**src/rtl/sdm_pkg.sv**
```systemverilog
// Shared sigma-delta constants and CIC sizing helpers.
package sdm_pkg;

    localparam int unsigned PCM_W     = 16;
    localparam int unsigned CIC_ORDER = 3;

    // Register growth of an N-stage CIC plus sign and headroom bits.
    function automatic int unsigned cic_width(input int unsigned order, input int unsigned osr_log2);
        return order * osr_log2 + 2;
    endfunction

    // Right shift that maps full-scale c3 = R^3 onto 2^(PCM_W-1).
    function automatic int unsigned cic_shift(input int unsigned osr_log2);
        return CIC_ORDER * osr_log2 - (PCM_W - 1);
    endfunction

endpackage

```
**src/rtl/sat_shift.sv**
```systemverilog
// Arithmetic right shift of a wide signed word, then clamp to signed PCM_W bits.
module sat_shift
    import sdm_pkg::*;
#(
    parameter int unsigned IN_W  = 26,
    parameter int unsigned SHIFT = 9
) (
    input  logic [IN_W-1:0]  din_i,
    output logic [PCM_W-1:0] dout_c
);

    localparam logic signed [IN_W-1:0] PCM_MAX = IN_W'((1 << (PCM_W - 1)) - 1);
    localparam logic signed [IN_W-1:0] PCM_MIN = ~PCM_MAX;

    logic signed [IN_W-1:0] shifted;

    assign shifted = $signed(din_i) >>> SHIFT;

    always_comb begin
        dout_c = PCM_W'(shifted);
        if (shifted > PCM_MAX) begin
            dout_c = PCM_W'(PCM_MAX);
        end else if (shifted < PCM_MIN) begin
            dout_c = PCM_W'(PCM_MIN);
        end
    end

endmodule

```
**src/rtl/cic3_decimator.sv**
```systemverilog
// Third-order CIC decimator: 1-bit sigma-delta stream in, signed 16-bit PCM out
// every 2^OSR_LOG2 clocks with a one-cycle valid strobe.
module cic3_decimator
    import sdm_pkg::*;
#(
    parameter int unsigned OSR_LOG2 = 8
) (
    input  logic        clk,
    input  logic        rst_n,
    input  logic        bit_in,
    output logic [15:0] pcm_out,
    output logic        pcm_vld
);

    localparam int unsigned W     = cic_width(CIC_ORDER, OSR_LOG2);
    localparam int unsigned SHIFT = cic_shift(OSR_LOG2);

    if (OSR_LOG2 < 5 || OSR_LOG2 > 10) begin : g_bad_osr
        $error("cic3_decimator: OSR_LOG2 must be within 5..10");
    end

    logic [OSR_LOG2-1:0] cnt_q, cnt_d;
    logic [1:0]          fill_q, fill_d;
    logic [PCM_W-1:0]    pcm_q, pcm_d;
    logic                vld_q, vld_d;
    logic                tick_c;
    logic [PCM_W-1:0]    sat_c;
    logic signed [W-1:0] x_c;

    logic signed [W-1:0] integ_q  [CIC_ORDER];
    logic signed [W-1:0] integ_in [CIC_ORDER];
    logic signed [W-1:0] dly_q    [CIC_ORDER];
    logic signed [W-1:0] comb_in  [CIC_ORDER];
    logic signed [W-1:0] comb_c   [CIC_ORDER];

    assign tick_c = &cnt_q;
    assign x_c    = bit_in ? W'(1) : '1;

    // Integrators run every edge; comb delays only load on a tick.
    for (genvar k = 0; k < CIC_ORDER; k++) begin : g_stage
        if (k == 0) begin : g_first
            assign integ_in[k] = x_c;
            assign comb_in[k]  = integ_q[CIC_ORDER-1];
        end else begin : g_rest
            assign integ_in[k] = integ_q[k-1];
            assign comb_in[k]  = comb_c[k-1];
        end

        assign comb_c[k] = comb_in[k] - dly_q[k];

        always_ff @(posedge clk) begin
            if (!rst_n) begin
                integ_q[k] <= '0;
                dly_q[k]   <= '0;
            end else begin
                integ_q[k] <= integ_q[k] + integ_in[k];
                if (tick_c) begin
                    dly_q[k] <= comb_in[k];
                end
            end
        end
    end

    sat_shift #(
        .IN_W  (W),
        .SHIFT (SHIFT)
    ) u_sat_shift (
        .din_i  (comb_c[CIC_ORDER-1]),
        .dout_c (sat_c)
    );

    // The first three ticks only prime the comb delays and are not emitted.
    always_comb begin
        cnt_d  = cnt_q + OSR_LOG2'(1);
        fill_d = fill_q;
        pcm_d  = pcm_q;
        vld_d  = 1'b0;
        if (tick_c) begin
            if (fill_q == 2'd3) begin
                vld_d = 1'b1;
                pcm_d = sat_c;
            end else begin
                fill_d = fill_q + 2'd1;
            end
        end
    end

    always_ff @(posedge clk) begin
        if (!rst_n) begin
            cnt_q  <= '0;
            fill_q <= '0;
            pcm_q  <= '0;
            vld_q  <= 1'b0;
        end else begin
            cnt_q  <= cnt_d;
            fill_q <= fill_d;
            pcm_q  <= pcm_d;
            vld_q  <= vld_d;
        end
    end

    assign pcm_out = pcm_q;
    assign pcm_vld = vld_q;

endmodule

```
**config.mk**
```make
export PLATFORM = sky130hd
export DESIGN_NAME = cic3_decimator
export DESIGN_NICKNAME = d
export VERILOG_FILES = /design/src/rtl/sdm_pkg.sv /design/src/rtl/sat_shift.sv /design/src/rtl/cic3_decimator.sv
export SDC_FILE = /design/constraint.sdc
export NUM_CORES = 1
export LEC_CHECK = 0
export ABC_AREA = 1
export CAP_MARGIN = 20
export CORE_MARGIN = 4
export CORE_UTILIZATION = 35
export DETAILED_ROUTE_END_ITERATION = 10
export PLACE_DENSITY_LB_ADDON = 0.2
export SLEW_MARGIN = 20
export SYNTH_ARGS = -nofsm -noshare
export SYNTH_HDL_FRONTEND = slang
export SYNTH_HIERARCHICAL = 1
export SYNTH_SLANG_ARGS = --single-unit
```
**constraint.sdc**
```tcl
create_clock -name clk -period 12.7 [get_ports clk]
set_input_delay 3.81 -clock clk [delete_from_list [all_inputs] [get_ports clk]]
set_output_delay 3.81 -clock clk [all_outputs]
set_load 0.05 [all_outputs]
```
# After elaboration in Yosys (flattened, before gate mapping)
# Memory sizes are Yosys's and may differ from the RTL's.
# Cells that the tools add are included.
dict set report word_totals {
  ff_bits 27
  out_inout_bits 17
  mem_bits_rw 156
  in_bits 3
  wordCells 43
  memories 2
}
dict set report classes {
  n_addsub 8
  n_eq_ne 1
  n_lt_le_gt_ge 2
  muxes 15
  n_reduce_logical 4
  n_bitwise 7
}
# name depth width rd rd_ports_with_merged_regs write_ports line_no
set mem_list {}
lappend mem_list {dly_q 3 26 3 0 3 cic3_decimator.sv:32} ;# logic signed [W-1:0] dly_q [CIC_ORDER];
lappend mem_list {integ_q 3 26 3 0 3 cic3_decimator.sv:30} ;# logic signed [W-1:0] integ_q [CIC_ORDER];
# op n
set op_table {}
lappend op_table {{$mux W26} 7}
lappend op_table {{$add A26 B26 Y26} 3}
lappend op_table {{$sub A26 B26 Y26} 3}
lappend op_table {{$mux W16} 2}
lappend op_table {{$reduce_and A9 Y1} 3}
lappend op_table {{$gt A17 B16 Y1 const B} 1}
lappend op_table {{$lt A17 B16 Y1 const B} 1}
lappend op_table {{$add A8 B1 Y8 const B} 1}
lappend op_table {{$reduce_and A8 Y1} 1}
lappend op_table {{$mux W1} 6}
lappend op_table {{$or A1 B1 Y1} 6}
lappend op_table {{$add A2 B1 Y2 const B} 1}
lappend op_table {{$eq A2 B2 Y1 const B} 1}
lappend op_table {{$not A1 Y1} 1}

# Longest topological paths before layout
# Gate-level depths: netlist of the first run.
dict set report depth {
  depth_word 6
  depth_mapped 37
  depth_no_buf 36
}

# By module
# The synthesis of the first run kept the hierarchy.
# mod area_each_um2 seq_area_each_um2 n_inst cells_each
set modules_own_cells {}
lappend modules_own_cells {cic3_decimator 13875.8 4444.3 1 1881}
lappend modules_own_cells {sat_shift 177.7 0.0 1 37}

# Least setup slack after synthesis of the first run
# OpenSTA, ideal clock, no wires.
dict set report synth_timing {
  kind {in2reg}
  start {in rst_n}
  end {mem dly_q[0][0] (netlist bit) (enable)}
  path_slack_ns 4.789
  t_arrival_ns 6.697
  n_path_buf 2
  setup_ns 1.214
  required_ns 11.486
  cell_stages 3
  path_cell_list {clkbuf_1 -> clkbuf_1 -> o21ai_0}
}
# item line_no
set synth_rtl {}
lappend synth_rtl {{start: declaration} cic3_decimator.sv:9} ;# input logic rst_n,
lappend synth_rtl {{end: declaration} cic3_decimator.sv:32}

==> results of run 1 <==
layer usage:
metal | share of wire [%] | vias to the layer above | track usage, % | wire (um)
met3 | 2.5 | 58 | 2.30 | 813
met5 | 0 | - | 0 | 0
met4 | 3.1 | 0 | 5.37 | 1020
met2 | 49 | 121 | 27.3 | 15900
li1 | - | 6437 | - | -
met1 | 45 | 5474 | 17.7 | 14700
layout make-up:
cell class,instances,share of cell area [%]
Multi-Input combinational cell,1375,53.5
Sequential cell,183,29.0
Inverter,325,7.97
Tap cell,518,4.23
Clock buffer,17,2.78
Timing Repair Buffer,23,1.41
Clock inverter,15,1.11
cell usage in the layout, fill, tap and decap left out, types with 5 or more instances in the layout:
cell               n
nor2_2             5
xnor2_1           22
dfxtp_1          105
nor3_1            25
o21ai_1           12
clkbuf_16         17
a221oi_1           7
o211ai_1           6
a21boi_0           5
xor2_1            40
edfxtp_1          78
ha_1             151
a21oi_1          234
nand4_1           14
fa_1               6
nand2_1          301
clkdlybuf4s50_1   18
inv_6              5
nand2_2            7
inv_8              7
nand3_1           84
o21bai_1          26
nor2_1           204
o21ai_0          132
o21a_1            11
a21o_1            21
a21oi_2            5
a31oi_1           16
inv_2              5
inv_1            320
stage by stage:
step | util (%) | cell area, um^2 | cells
floorplan | - | 14000 | 1909
global placement | 37.6 | 14700 | 2424
detailed placement | 37.6 | 14700 | 2424
CTS | 39.2 | 15300 | 2456
global route | 39.2 | 15300 | 2456
finish | 39.2 | 15300 | 2456
how the worst min path moves through the flow:
| stage | startpoint | endpoint | cells after the start |
|---|---|---|---|
| final | cnt_q[0]$_SDFF_PN0_ | cnt_q[0]$_SDFF_PN0_ | 1 |
| after global placement | cnt_q[0]$_SDFF_PN0_ | cnt_q[0]$_SDFF_PN0_ | 1 |
| after global routing | pcm_out[8]$_SDFFE_PN0P_ | pcm_out[8]$_SDFFE_PN0P_ | 2 |
| after floorplan | cnt_q[0]$_SDFF_PN0_ | cnt_q[0]$_SDFF_PN0_ | 1 |
| after CTS | cnt_q[0]$_SDFF_PN0_ | cnt_q[0]$_SDFF_PN0_ | 1 |
| after detailed placement | cnt_q[0]$_SDFF_PN0_ | cnt_q[0]$_SDFF_PN0_ | 1 |
state kept, by name (all words and copies together), names as in the netlist:
name,cells
dly_q,78
fill_q,2
cnt_q,8
pcm_out,16
integ_q,78
pcm_vld,1
critical path, delay by kind of cell:
family / cells / cell delay, ps
adder cells (fa/ha/maj): 1 / 420
AO/OA/AOI/OAI: 7 / 1200
buffers and inverters: 3 / 1240
==> results_dict.tcl, run 1 <==
set metrics [dict create \
    startpoint "bit_in" \
    grt_pass1_vias 12000 \
    dieArea_mm2 0.0432 \
    synth.avg_cell_area_um2 7.32 \
    num_vias 12100 \
    critPathCapture "integ_q[0][20]$_SDFF_PN0_" \
    avgRoutedWirePerCell_um 13.2 \
    hold_violations 0 \
    grt-ovfl-total 0 \
    grt_pass1_wl_mm 54.9 \
    timing.hold.ws_ps 450 \
    num_io_pins 20 \
    path_class "in -> reg" \
    drv_slew 0 \
    max_slew_margin_pct 33.8 \
    cts_buffers 17 \
    ant_nets 0 \
    crit-reg2reg-launch "integ_q[2][0]$_SDFF_PN0_" \
    clk_latency_ps 450 \
    cp-end-kind "flop" \
    multi_input_area_mm2 0.00818 \
    cts_buffer_depth 2 \
    seqCellArea_mm2 0.00444 \
    drive_gt1_share_pct 4.49 \
    critPathLaunchType "input port" \
    finalClockSkew_ps 12.2 \
    reg2reg_depth 30 \
    tightest_slew_ps 993 \
    drc 0 \
    dieHeight_um 208 \
    tns_ps 0 \
    post_cts_buffers 0 \
    worst_r2r_endpoint "pcm_out[7]$_SDFFE_PN0P_" \
    drv_cap 0 \
    path_cells "clkdlybuf4s50_1 -> inv_1 -> ha_1 -> a21oi_1 -> o21ai_0 -> a21oi_1 -> inv_1 -> a21oi_1 -> o21bai_1 -> a21oi_1 -> o21a_1" \
    ff2ff_setup_slack_ps 6620 \
    n_fill_cell 4153 \
    status "finished clean" \
    die_w_um 208 \
    preCtsSetupSlack_ps 5910 \
    portBuffers 19 \
    cpMostUsedCell "a21oi_1" \
    initial_core_util_pct 35.8 \
    hold_buffers 0 \
    cp_max_fo 25 \
    grt_max_degree 79 \
    fin_crit_ps 6290 \
    core_area_mm2 0.0391 \
    syn-cell-area_mm2 0.0140 \
    cts_root_buffer "clkbuf_16" \
    worstPathRequired_ps 13090 \
    crit_arrival_ps 6680 \
    cts_tree "done" \
    synthToLayoutAreaGrowth_pct 9.47 \
    grt.total_usage_pct 15.0 \
    final_net_count 2085 \
    rsz0062_at_grt "false" \
    fmax_mhz 159 \
    drt_iter0_markers 543 \
    critPathSlowestCell "inv_1" \
    fin_ws_ps 6410 \
    cts.sinks 183 \
    yosys_warnings 6 \
    setup_viol 0 \
    routed_wl_mm 32.4 \
    ctsHtreeMaxLevel 4 \
    synthesis.instances 1909 \
    antenna_found_initial 0 \
    diodes 0 \
    rows 72 \
    dr.pass1.iters 7 \
    synth_nets 2069 \
    place_congestion 0.834 \
    hpwl_mm 25.6 \
    hold_class "reg -> reg" \
    period_share_pct 49.5 \
    viasPerCell 4.92 \
    path_clk_slew_ps 70 \
    post_cts_resized 0 \
    max_stage_delay_ps 700 \
]
Power of run 1 is not shown: default switching activity piles up to over one toggle a cycle in this logic, so the estimate is an artifact.
==> run 2: changes to the inputs <==
==> constraint.sdc (replaced) <==
create_clock -name clk -period 6.6 [get_ports clk]
set_input_delay 1.98 -clock clk [delete_from_list [all_inputs] [get_ports clk]]
set_output_delay 1.98 -clock clk [all_outputs]
set_load 0.05 [all_outputs]
==> run 2 against run 1 <==
Effect of this change: via count shrank 1.4%; global-route usage grew 0.33 points; first-iteration DRC count rose by 6.6%; register-to-register slack got worse by 6100 ps; cell count stayed put; core utilization down 0.11 points; critical path depth is 18 higher; critical path type is now reg -> reg; cell area shrank 0.27%; clock-buffer cell count rose by 1.
==> results_dict.tcl, run 2 (synthesis results as in run 1) <==
set metrics [dict create \
    n_fill_cell 4130 \
    dr.pass1.iters 5 \
    setup_viol 0 \
    cts_tree "done" \
    grt_pass1_vias 11900 \
    crit_arrival_ps 6420 \
    ant_nets 0 \
    cp_max_fo 15 \
    rsz0062_at_grt "false" \
    core_area_mm2 0.0391 \
    final_common_cell "inv_1" \
    initial_core_util_pct 35.8 \
    dieArea_mm2 0.0432 \
    hold_class "reg -> reg" \
    hpwl_mm 26.3 \
    dieHeight_um 208 \
    post_cts_buffers 0 \
    grt_max_degree 73 \
    cts_buffers 17 \
    cts_root_buffer "clkbuf_16" \
    post_cts_resized 0 \
    path_clk_slew_ps 80 \
    drive_gt1_share_pct 4.44 \
    drv_slew 0 \
    finalClockSkew_ps 19.5 \
    final_area_mm2 0.0153 \
    timing.hold.ws_ps 451 \
    critPathSlowestCell "fa_1" \
    period_share_pct 91.7 \
    clk_latency_ps 450 \
    synthToLayoutAreaGrowth_pct 9.17 \
    ctsHtreeMaxLevel 4 \
    status "finished clean" \
    avgRoutedWirePerCell_um 13.6 \
    fin_util_pct 39.0 \
    worstPathRequired_ps 6970 \
    final_net_count 2085 \
    fin_crit_ps 6050 \
    num_io_pins 20 \
    portBuffers 19 \
    hold_buffers 0 \
    dpl_cell_area_mm2 0.0147 \
    grt_pass1_wl_mm 55.7 \
    tns_ps 0 \
    critPathLaunchType "flop" \
    num_vias 11900 \
    rows 72 \
    grt-ovfl-total 0 \
    cts.sinks 183 \
    final_cell_mix "inv_1, nand2_1, a21oi_1, nor2_1, ha_1" \
    drv_cap 0 \
    tightest_slew_ps 1010 \
    max_stage_delay_ps 480 \
    cts_buffer_depth 2 \
    hold_violations 0 \
    max_slew_margin_pct 32.6 \
    viasPerCell 4.85 \
    cp-end-kind "flop" \
    diodes 0 \
    drt_iter0_markers 579 \
    path_class "reg -> reg" \
    fmax_mhz 165 \
    place_congestion 0.867 \
    routed_wl_mm 33.3 \
    die_w_um 208 \
    antenna_found_initial 0 \
    drc 0 \
    grt.total_usage_pct 15.3 \
]
-- run 2: worst paths after layout --
kind                            startpoint                 endpoint  slack (ps)  cells after the start
setup / recovery  integ_q[2][0]$_SDFF_PN0_  pcm_out[4]$_SDFFE_PN0P_         550                     29
hold / removal         cnt_q[0]$_SDFF_PN0_      cnt_q[0]$_SDFF_PN0_         450                      1
setup reg to reg  integ_q[2][0]$_SDFF_PN0_  pcm_out[4]$_SDFFE_PN0P_         550                     29
hold reg to reg        cnt_q[0]$_SDFF_PN0_      cnt_q[0]$_SDFF_PN0_         450                      1
-- run 2: through the flow --
step / worst slack, ps / cells
after floorplan: 1310 / 1909
after global placement: 498 / 2424
after detailed placement: 414 / 2424
after CTS: 370 / 2456
after global routing: 11.0 / 2456
final: 548 / 2456
-- run 2: final cells by class --
type / count / area (um^2) / area share [%]
Tap cell: 518 / 648 / 4.25
Inverter: 325 / 1220 / 7.99
Multi-Input combinational cell: 1375 / 8200 / 53.7
Clock buffer: 18 / 429 / 2.81
Sequential cell: 183 / 4440 / 29.1
Clock inverter: 14 / 113 / 0.738
Timing Repair Buffer: 23 / 215 / 1.41
-- run 2: layer usage --
layer | vias to the layer above | part of all wire [%] | global-route usage, %
met5 | - | 0 | 0
met4 | 0 | 2.5 | 4.58
met2 | 120 | 50 | 28.8
met1 | 5302 | 45 | 18.0
met3 | 47 | 1.7 | 1.96
li1 | 6448 | - | -
-- run 2: critical path: cells and delay by family (launching register included) --
family | cells | cell delay [ps]
adder cells (fa/ha/maj) | 4 | 1390
buffers and inverters | 5 | 470
AND/OR/NAND/NOR | 10 | 1480
XOR/XNOR | 3 | 810
flip-flops | 1 | 350
AO/OA/AOI/OAI | 7 | 1430
Power of run 2 is left out for the same reason.
